## src/rtl/ring_ptr_pkg.sv

```systemverilog
// rtl/ring_ptr_pkg.sv - shared parameters and FSM state encoding for ring_ptr_ctrl
package ring_ptr_pkg;

  localparam int ADDR_W = 7;
  localparam int LANES  = 4;
  localparam int CNT_W  = 3;
  localparam int DEPTH  = 2 ** ADDR_W;
  localparam int PTR_W  = ADDR_W + 1;

  // Plain constants rather than an enum so the encoding stays fixed for
  // older tools and netlist comparison.
  typedef logic [0:0] state_t;
  localparam state_t RUN   = 1'b0;
  localparam state_t DRAIN = 1'b1;

endpackage

```

## src/rtl/lane_ptr_gen.sv

```systemverilog
// rtl/lane_ptr_gen.sv - base write pointer to per-lane pointers, wrap bits and enables
module lane_ptr_gen #(
  parameter int ADDR_W = 7,
  parameter int LANES  = 4,
  parameter int CNT_W  = 3
) (
  input  logic [ADDR_W:0]             i_base,
  input  logic                        i_fire,
  input  logic [CNT_W-1:0]            i_count,
  output logic [LANES*(ADDR_W+1)-1:0] o_lane_ptr,
  output logic [LANES-1:0]            o_lane_wrap,
  output logic [LANES-1:0]            o_lane_en
);

  localparam int PW = ADDR_W + 1;

  // Each lane is base+i; the add wraps naturally at PW bits, which toggles
  // the wrap bit for lanes that run past the top of the buffer.
  for (genvar i = 0; i < LANES; i++) begin : g_lane
    logic [PW-1:0] w_ptr;
    assign w_ptr                    = i_base + PW'(i);
    assign o_lane_ptr[i*PW +: PW]   = w_ptr;
    assign o_lane_wrap[i]           = w_ptr[PW-1];
    assign o_lane_en[i]             = i_fire & (CNT_W'(i) < i_count);
  end

endmodule

```

## src/rtl/ring_ptr_ctrl.sv

```systemverilog
// rtl/ring_ptr_ctrl.sv - multi-lane circular buffer pointer, occupancy and drain controller
module ring_ptr_ctrl #(
  parameter int ADDR_W = ring_ptr_pkg::ADDR_W,
  parameter int LANES  = ring_ptr_pkg::LANES,
  parameter int CNT_W  = ring_ptr_pkg::CNT_W
) (
  input  logic                        CLK,
  input  logic                        ASYNCRESETN,
  input  logic                        push_valid,
  input  logic [CNT_W-1:0]            push_count,
  output logic                        push_ready,
  input  logic                        pop_valid,
  input  logic [CNT_W-1:0]            pop_count,
  output logic                        pop_ready,
  input  logic                        flush_req,
  output logic                        flush_done,
  output logic [LANES*(ADDR_W+1)-1:0] wr_lane_ptr,
  output logic [LANES-1:0]            wr_lane_wrap,
  output logic [LANES-1:0]            wr_lane_en,
  output logic [ADDR_W:0]             rd_ptr,
  output logic [ADDR_W:0]             occupancy,
  output logic                        full,
  output logic                        empty
);

  import ring_ptr_pkg::*;

  localparam int PW      = ADDR_W + 1;
  localparam int L_DEPTH = 2 ** ADDR_W;

  logic [PW-1:0] r_wr_ptr;
  logic [PW-1:0] r_rd_ptr;
  logic [PW-1:0] r_occ;
  state_t        r_state;

  logic [PW-1:0] w_space;
  logic          w_push_fire;
  logic          w_pop_fire;
  logic [PW-1:0] w_push_add;
  logic [PW-1:0] w_pop_sub;

  // Handshakes use only registered occupancy, so a same-cycle push never
  // funds a pop and a same-cycle pop never frees room for a push.
  assign w_space     = PW'(L_DEPTH) - r_occ;
  assign push_ready  = (r_state == RUN) & (push_count <= CNT_W'(LANES)) &
                       (w_space >= PW'(push_count));
  assign pop_ready   = (pop_count <= CNT_W'(LANES)) & (r_occ >= PW'(pop_count));
  assign w_push_fire = push_valid & push_ready;
  assign w_pop_fire  = pop_valid & pop_ready;
  assign w_push_add  = w_push_fire ? PW'(push_count) : '0;
  assign w_pop_sub   = w_pop_fire  ? PW'(pop_count)  : '0;

  // Pointers and occupancy advance by the accepted counts; pointer adds wrap at PW bits.
  always_ff @(posedge CLK or negedge ASYNCRESETN) begin
    if (!ASYNCRESETN) begin
      r_wr_ptr <= '0;
      r_rd_ptr <= '0;
      r_occ    <= '0;
    end else begin
      r_wr_ptr <= r_wr_ptr + w_push_add;
      r_rd_ptr <= r_rd_ptr + w_pop_sub;
      r_occ    <= r_occ + w_push_add - w_pop_sub;
    end
  end

  // RUN/DRAIN: a flush blocks pushes until the buffer has been popped empty.
  always_ff @(posedge CLK or negedge ASYNCRESETN) begin
    if (!ASYNCRESETN) begin
      r_state <= RUN;
    end else begin
      case (r_state)
        RUN:     if (flush_req)      r_state <= DRAIN;
        DRAIN:   if (r_occ == '0)    r_state <= RUN;
        default:                     r_state <= RUN;
      endcase
    end
  end

  // Pulses exactly in the DRAIN->RUN transition cycle.
  assign flush_done = (r_state == DRAIN) & (r_occ == '0);

  assign full  = (r_wr_ptr[ADDR_W-1:0] == r_rd_ptr[ADDR_W-1:0]) &
                 (r_wr_ptr[ADDR_W] != r_rd_ptr[ADDR_W]);
  assign empty = (r_wr_ptr == r_rd_ptr);

  assign rd_ptr    = r_rd_ptr;
  assign occupancy = r_occ;

  lane_ptr_gen #(
    .ADDR_W (ADDR_W),
    .LANES  (LANES),
    .CNT_W  (CNT_W)
  ) u_lane_ptr_gen (
    .i_base      (r_wr_ptr),
    .i_fire      (w_push_fire),
    .i_count     (push_count),
    .o_lane_ptr  (wr_lane_ptr),
    .o_lane_wrap (wr_lane_wrap),
    .o_lane_en   (wr_lane_en)
  );

endmodule

```

## config.mk

```make
export PLATFORM = sky130hd
export DESIGN_NAME = ring_ptr_ctrl
export DESIGN_NICKNAME = d
export VERILOG_FILES = /design/src/rtl/ring_ptr_pkg.sv /design/src/rtl/lane_ptr_gen.sv /design/src/rtl/ring_ptr_ctrl.sv
export SDC_FILE = /design/constraint.sdc
export NUM_CORES = 1
export LEC_CHECK = 0
export CAP_MARGIN = 30
export CORE_ASPECT_RATIO = 0.5
export CORE_MARGIN = 2
export CORE_UTILIZATION = 48
export DETAILED_ROUTE_END_ITERATION = 8
export PLACE_DENSITY = 0.81
export SYNTH_ARGS = -nofsm -noshare
export SYNTH_HDL_FRONTEND = slang
export SYNTH_SLANG_ARGS = --single-unit
```

## constraint.sdc

```tcl
create_clock -name CLK -period 4.6 [get_ports CLK]
set_clock_uncertainty 0.1 [all_clocks]
set_input_delay 0.92 -clock CLK [delete_from_list [all_inputs] [get_ports CLK]]
set_output_delay 0.92 -clock CLK [all_outputs]
set_load 0.02 [all_outputs]
```

Word-level counts from Yosys, hierarchy flattened. Cells that the tools add are included.

$lt $le $gt $ge: 8. Eq/ne operators: 3. Muxes and demuxes: 5. Reduce and logical (&&, ||, !) cells: 1. Bitwise logic cells: 12. $add $sub $neg: 8.

Operators by type and width (count): 8-bit by 3-bit adder with 8-bit output (3); 8-bit by 2-bit adder with 8-bit output, second input constant (2); 8-bit by 3-bit >= comparator with 1-bit output (2); 1-bit AND (11); 8-bit by 1-bit adder with 8-bit output, second input constant (1); 8-bit equality test (1); 8-bit logical NOT (1); 8-bit by 3-bit subtractor with 8-bit output (1); 8-bit subtractor, first input constant (1); 7-bit equality test (1); 3-bit less-or-equal comparator, second input constant (2); 1-bit by 3-bit less-than comparator with 1-bit output, first input constant (2); 2-bit by 3-bit less-than comparator with 1-bit output, first input constant (2); 3-bit two-way mux (2); 1-bit two-way mux (2); 1-bit one-hot mux with 2 select lines (1); 1-bit inequality test (1); 1-bit inverter (1).

Word-level logic and storage cells: 41. Input port bits: 11. Flip-flop bits (word level): 25. Output and inout bits: 61.

Longest topological paths before layout. Gate-level depths: netlist (run 1).

Depth in word-level cells: 7. Mapped depth: 16.

By module. A second synthesis (run 1) with hierarchy kept.

Cell total of the unflattened synthesis: 253. Area total of the unflattened synthesis: 2367.3 um2.

Modules (own cells, without submodules): ring_ptr_ctrl (cells an instance 189, area each 1914.3 um2, seq. area each 625.6 um2, instances 1); lane_ptr_gen (cells an instance 64, area each 452.9 um2, seq. area each 0.0 um2, instances 1).

Worst setup path after synthesis (run 1). No wires, ideal clock.

Path kind: input-to-reg. Start: input port pop_count[0]. End: register r_occ[6] (netlist: occupancy[6]). Setup time: 140 ps. Arrival time: 4086 ps. Path slack: 274 ps. Stages: 11. Buffers on the path: 0. Cell sequence: ha_1 > nand2b_1 > a21o_1 > a2111oi_0 > nor4_1 > fa_1 > fa_1 > nor2b_1 > o21ai_0 > a2111oi_0 > a311oi_1.

Cells in the longest elaborated chain, start to end: 5.

Ends and longest elaborated chain: start: declaration (RTL line ring_ptr_ctrl.sv:13) `input logic [CNT_W-1:0] pop_count,`; 8-bit by 3-bit >= comparator with 1-bit output / 3-bit less-or-equal comparator (equally long branches) (RTL line ring_ptr_ctrl.sv:47) `assign pop_ready = (pop_count <= CNT_W'(LANES)) & (r_occ >= PW'(pop_count));`; 1-bit AND (RTL line ring_ptr_ctrl.sv:47); 1-bit AND (RTL line ring_ptr_ctrl.sv:49) `assign w_pop_fire = pop_valid & pop_ready;`; 3-bit two-way mux * (RTL line ring_ptr_ctrl.sv:51) `assign w_pop_sub = w_pop_fire ? PW'(pop_count) : '0;`; 8-bit by 3-bit subtractor with 8-bit output * (RTL line ring_ptr_ctrl.sv:62) `r_occ <= r_occ + w_push_add - w_pop_sub;`; end signal: assignment (RTL line ring_ptr_ctrl.sv:62); end: declaration (RTL line ring_ptr_ctrl.sv:33) `logic [PW-1:0] r_occ;`.

Every way passes the cells marked *; elsewhere a longest branch is shown, timed or not.

Worst setup path after layout (run 1). Same ends and word-level chain as after synthesis.

==> results of run 1 <==
==> worst max-delay path by stage <==
stage	start	to	slack, ns	cells past startpoint
global route	pop_count[0]	occupancy[6]	0.08	16
CTS	pop_count[0]	occupancy[6]	0.25	13
finish	pop_count[0]	occupancy[6]	0.24	13
detailed placement	pop_count[0]	occupancy[6]	-0.04	13
global placement	pop_count[0]	occupancy[6]	0.07	13
floorplan	pop_count[0]	occupancy[6]	0.27	11
==> state kept, by name, indices dropped and copies added (netlist names) <==
register and count:
occupancy 8, r_wr_ptr 8, rd_ptr 8, r_state 1
==> report_power, final <==
part / switching (mW) / leakage [nW] / internal, mW
Sequential: 0.164 / 0.309 / 0.311
Clock: 0.0772 / 0.0217 / 0.0615
Combinational: 0.727 / 1.19 / 0.684
==> routing by layer <==
layer	vias up	track usage [%]	wire, um
li1	996	-	-
met1	968	26.74	2436
met2	66	38.56	2697
met3	2	2.774	288
met4	0	4.000	17
met5	-	0	0
==> layout make-up <==
class,instances,area (um2)
multi-input cells,190,1535
fillers,354,1324
repair buffers,81,805.8
flip-flops and latches,25,625.6
inverters,29,108.9
well taps,66,82.58
clock buffers,3,41.29
clock inverters,1,7.507
==> cells by family after synthesis <==
family	after synthesis
xor+xnor	45
flops	25
compound gates	42
buf+inv	41
fa+ha+maj	35
simple gates	68
==> cells in the final DEF, fill, tap and decap left out, types with 3 or more instances in the layout <==
cell type	n
a21o_1	9
a21oi_1	14
and3_1	4
buf_4	9
clkbuf_8	3
clkdlybuf4s50_1	71
dfrtp_1	25
fa_1	5
ha_1	30
inv_1	29
nand2_1	14
nand2b_1	4
nand3_1	5
nor2_1	18
nor2b_1	7
nor3b_1	3
nor4_1	3
o21ai_0	7
xnor2_1	20
xor2_1	24
==> worst register-to-register path, cell delays in order (launching register included) <==
cell and delay (ns):
dfrtp_1 0.49, inv_1 0.14, ha_1 0.34, ha_1 0.28, a21o_2 0.21, a2111oi_4 0.38
buf_4 0.22, a21o_1 0.16, fa_1 0.41, inv_1 0.09, ha_1 0.24, nor2b_1 0.13
o21ai_0 0.29, a2111oi_0 0.16, a311oi_1 0.26
==> flow_metrics.py, run 1 <==
metrics = {
    "synth": {
        "yosysUniqueCellTypes": 37,
        "synth_fp_nets": 302,
        "synth_top_area_share_pct": 26.77,
        "synth_edf_count": 0,
        "synthAdderAreaFrac_pct": 20.34,
        "synth_top_area_cell": "dfrtp_1",
        "synthSimpleGateAreaFrac_pct": 15.79,
        "yosys_register_bits": 25,
        "synth_mux_area_share_pct": 0,
        "synth_top_family_by_area": "adder cells",
        "syn-instance-count": 256,
        "synth_ff_type": "dfrtp_1",
        "netlist_area_mm2": 0.002337,
        "synth-compound-area-share_pct": 12.37,
        "synthXorXnorAreaFrac_pct": 17.18,
        "yosysWarningCount": 0,
        "synthTopCellsByArea": "dfrtp_1 (27%), ha_1 (16%), xor2_1 (9.0%), xnor2_1 (7.5%), inv_1 (4.7%)",
        "yosysMostFrequentCell": "ha_1",
        "syn_area_per_cell_um2": 9.130,
        "ys_seq_area_share_pct": 26.77,
        "synthArstFlopShare_pct": 100.0,
        "synth_commonest_cells": "ha_1 (30), inv_1 (29), dfrtp_1 (25)",
    },
    "cells_and_area": {
        "final_util_pct": 70.78,
        "stdcell_count": 395,
        "finalNetCount": 376,
        "areaGrowthSynthToFinish_pct": 37.21,
        "drive_above_1_share_pct": 6.079,
        "num_antenna_cells": 0,
        "postLayoutCellArea_mm2": 0.003207,
    },
    "global_routing": {
        "grt_start_max_net_pins": 20,
        "grt_usage_pct": 20.96,
        "grt_pass1_vias": 1969,
        "grt_pass1_wl_um": 8887,
        "antenna_found_initial": 0,
        "gr-total-overflow": 0,
    },
    "setup_path": {
        "slowest_stage": "fa_1",
        "r2r_start": "occupancy[0]",
        "critPathTopFamily": "adder cells",
        "r2r_cells": 14,
        "crit_fanout": 4,
        "cp_slowest_stage_delay_ns": 0.53,
        "path_cells": "clkdlybuf4s50_1 -> ha_1 -> nand2b_1 -> a21o_1 -> a2111oi_0 -> buf_4 -> nor4_1 -> fa_1 -> fa_1 -> nor2b_1 -> o21ai_0 -> a2111oi_0 -> a311oi_1",
        "rrSetupSlack_ns": 0.62,
        "endpoint_kind": "flip-flop",
        "path_class": "input pin to flip-flop",
        "path_buf_inv": 2,
        "reg2reg_to": "occupancy[6]",
        "crit_arrival_ns": 4.41,
        "critPathRequiredTime_ns": 4.65,
        "critPathLaunchType": "input pin",
    },
    "floorplan": {
        "die-area_mm2": 0.005477,
        "rows": 17,
        "ios": 72,
        "core_mm2": 0.004531,
        "initial_core_util_pct": 51.59,
        "fp.dieW_um": 102.7,
        "die_h_um": 53.34,
    },
    "timing": {
        "hold_violations": 0,
        "fin_setup_tns_ns": 0,
        "maxSlewViolCount": 0,
        "fmax_mhz": 229.5,
        "rsz0062_at_grt": "no",
        "fin_crit_sh_pct": 94.73,
        "finalSetupViolCount": 0,
        "fin_ws_ns": 0.2425,
        "hold_ws_ns": 0.4122,
        "fin_crit_ns": 4.358,
        "worst_pin_slew_ns": 0.5792,
        "relSlewSlack_pct": 61.03,
    },
    "power": {
        "vdd_drop_max_mv": 0.3815,
        "p_total_mw": 2.025,
        "p_leak_nw": 1.523,
        "p_per_area_mw_per_mm2": 631.4,
    },
    "routing": {
        "drtIter0Drc": 65,
        "wl_per_cell_um": 13.77,
        "num_vias": 2032,
        "viasPerCell": 5.144,
        "ant_nets": 0,
        "dr.pass1.iters": 4,
        "routed_wl_um": 5440,
        "drc_errors": 0,
    },
    "clock_network": {
        "post_cts_buffers": 0,
        "clock_sinks": 25,
        "cts_hold_buf": 0,
        "clk_pin_slew_worst_paths_ns": 0.10,
        "htree_levels": 1,
        "cts_root_buffer": "clkbuf_8",
        "cts_buffer_depth": 2,
        "cts_tree": "yes",
        "cts_inserted_buffers": 3,
        "insertion_delay_ns": 0.28,
        "cts_resized": 0,
    },
    "worst_hold_path": {
        "hold_path.class": "flip-flop to flip-flop",
        "min-delay-start": "rd_ptr[7]",
        "min_path_cells": 1,
        "holdPathEnd": "rd_ptr[7]",
    },
    "placed_design": {
        "dp_cells": 391,
        "dp_hpwl_um": 4516,
        "port_buffers": 71,
        "place_ws_ns": -0.03978,
        "gp_congestion": 0.8088,
        "placed_area_mm2": 0.003158,
    },
    "status": {
        "status": "finished, final reports clean",
    },
    "run": {
        "cap_violations": 0,
    },
}
Note: power is estimated with default switching activity, not from simulation.
==> run 2, diff against run 1 <==
--- a/config.mk
+++ b/config.mk
@@ -6,7 +6,7 @@
 export NUM_CORES = 1
 export LEC_CHECK = 0
 export CAP_MARGIN = 30
-export CORE_ASPECT_RATIO = 0.5
+export CORE_ASPECT_RATIO = 1.25
 export CORE_MARGIN = 2
 export CORE_UTILIZATION = 48
 export DETAILED_ROUTE_END_ITERATION = 8
==> run 2 against run 1 <==
Against the previous run: final cell count down 2.0%; global-route usage down 0.50 points; total power fell by 1.1%; largest cell class unchanged; largest power group unchanged.
==> flow_metrics.py, run 2 (synthesis results as in run 1) <==
metrics = {
    "status": {
        "status": "finished, final reports clean",
    },
    "timing": {
        "worst_pin_slew_ns": 0.5656,
        "fin_crit_sh_pct": 94.95,
        "relSlewSlack_pct": 61.94,
        "fin_crit_ns": 4.368,
        "hold_ws_ns": 0.4108,
        "finalSetupViolCount": 0,
        "fin_ws_ns": 0.2322,
        "hold_violations": 0,
        "fmax_mhz": 228.9,
        "maxSlewViolCount": 0,
        "rsz0062_at_grt": "no",
    },
    "setup_path": {
        "crit_fanout": 4,
        "critPathLaunchType": "input pin",
        "crit_arrival_ns": 4.42,
        "critPathRequiredTime_ns": 4.65,
        "path_class": "input pin to flip-flop",
        "endpoint_kind": "flip-flop",
    },
    "routing": {
        "wl_per_cell_um": 13.47,
        "drc_errors": 0,
        "drtIter0Drc": 101,
        "routed_wl_um": 5212,
        "num_vias": 2003,
        "viasPerCell": 5.176,
        "ant_nets": 0,
        "dr.pass1.iters": 4,
    },
    "clock_network": {
        "cts_hold_buf": 0,
        "cts_buffer_depth": 2,
        "cts_inserted_buffers": 3,
        "post_cts_buffers": 0,
        "cts_resized": 0,
        "insertion_delay_ns": 0.28,
        "clock_sinks": 25,
        "cts_tree": "yes",
        "htree_levels": 1,
        "clk_pin_slew_worst_paths_ns": 0.10,
        "cts_root_buffer": "clkbuf_8",
    },
    "global_routing": {
        "gr-total-overflow": 0,
        "grt_pass1_wl_um": 8742,
        "grt_usage_pct": 20.45,
        "grt_pass1_vias": 1978,
        "antenna_found_initial": 0,
        "grt_start_max_net_pins": 26,
    },
    "worst_hold_path": {
        "hold_path.class": "flip-flop to flip-flop",
    },
    "placed_design": {
        "gp_congestion": 0.8446,
        "port_buffers": 71,
        "dp_hpwl_um": 4316,
        "place_ws_ns": -0.1658,
    },
    "floorplan": {
        "die_h_um": 82.02,
        "initial_core_util_pct": 49.42,
        "die-area_mm2": 0.005447,
        "fp.dieW_um": 66.42,
        "rows": 28,
        "ios": 72,
        "core_mm2": 0.004730,
    },
    "power": {
        "p_comb_share_pct": 69.3,
        "p_int_mw": 1.046,
        "power_frac_seq_pct": 23.4,
        "p_leak_nw": 1.510,
        "swShare_pct": 47.80,
        "p_clk_share_pct": 7.2,
        "vdd_drop_max_mv": 0.4281,
        "power_switching_mw": 0.9576,
        "p_per_area_mw_per_mm2": 631.7,
    },
    "cells_and_area": {
        "final_util_pct": 67.06,
        "final_cell_mix": "clkdlybuf4s50_1 (71), ha_1 (30), inv_1 (29)",
        "num_antenna_cells": 0,
        "finalNetCount": 374,
        "drive_above_1_share_pct": 5.810,
        "areaGrowthSynthToFinish_pct": 35.71,
        "mostFrequentLayoutCell": "clkdlybuf4s50_1",
    },
    "run": {
        "cap_violations": 0,
    },
}
[run 2: cell types whose count changed in the layout (fill, tap and decap cells not counted), sizes merged]
cell	before	now
buf	10	8
clkinvlp	1	0
inv	29	30
[run 2: worst paths after layout]
path / start / to / slack, ns / depth (start not counted)
setup reg to reg: occupancy[0] / occupancy[6] / 0.59 / 12
min in group asynchronous: ASYNCRESETN / rd_ptr[3] / 0.89 / 2
hold / removal: rd_ptr[7] / rd_ptr[7] / 0.41 / 1
max in group asynchronous: ASYNCRESETN / occupancy[5] / 3.26 / 2
setup / recovery: pop_count[0] / occupancy[6] / 0.23 / 13
hold reg to reg: rd_ptr[7] / rd_ptr[7] / 0.41 / 1
[run 2: final cells by class]
| cell class | instances | area (um2) |
|---|---|---|
| Tap cell | 60 | 75.07 |
| Clock inverter | 1 | 8.758 |
| Multi-Input combinational cell | 190 | 1541 |
| Inverter | 29 | 108.9 |
| Clock buffer | 3 | 41.29 |
| Timing Repair Buffer | 79 | 770.7 |
| Sequential cell | 25 | 625.6 |
| Fill cell | 384 | 1558 |
[run 2: power by group through the flow]
stage               logic, mW  registers, mW  clock network, mW
global route             1.53          0.491              0.156
floorplan               0.816          0.529                  0
global placement         1.35          0.472                  0
finish                   1.39          0.470              0.144
CTS                      1.39          0.473              0.147
detailed placement       1.38          0.477                  0
[run 2: worst max-delay path: stages]
cell,delay (ns)
clkdlybuf4s50_1,0.44
ha_1,0.29
nand2b_1,0.14
a21o_1,0.19
a2111oi_2,0.39
buf_4,0.20
nor4_1,0.07
fa_1,0.53
fa_1,0.47
nor2b_1,0.11
o21ai_0,0.12
a2111oi_0,0.46
a311oi_1,0.10
[run 2: metal layers]
layer | wire (um) | global-route usage, %
met4 | 66 | 5.918
met3 | 251 | 2.329
met1 | 2209 | 24.29
met5 | 0 | 0
met2 | 2684 | 38.30
[run 2: through the flow]
step           cells  total power, mW  area, um2  TNS, ns
6_report         387            2.004       3172        0
5_1_grt          387            2.181       3172        0
4_1_cts          387            2.011       3166        0
3_5_place_dp     383            1.857       3115  -0.2140
3_3_place_gp     383            1.824       3115        0
2_1_floorplan    256            1.346       2337        0
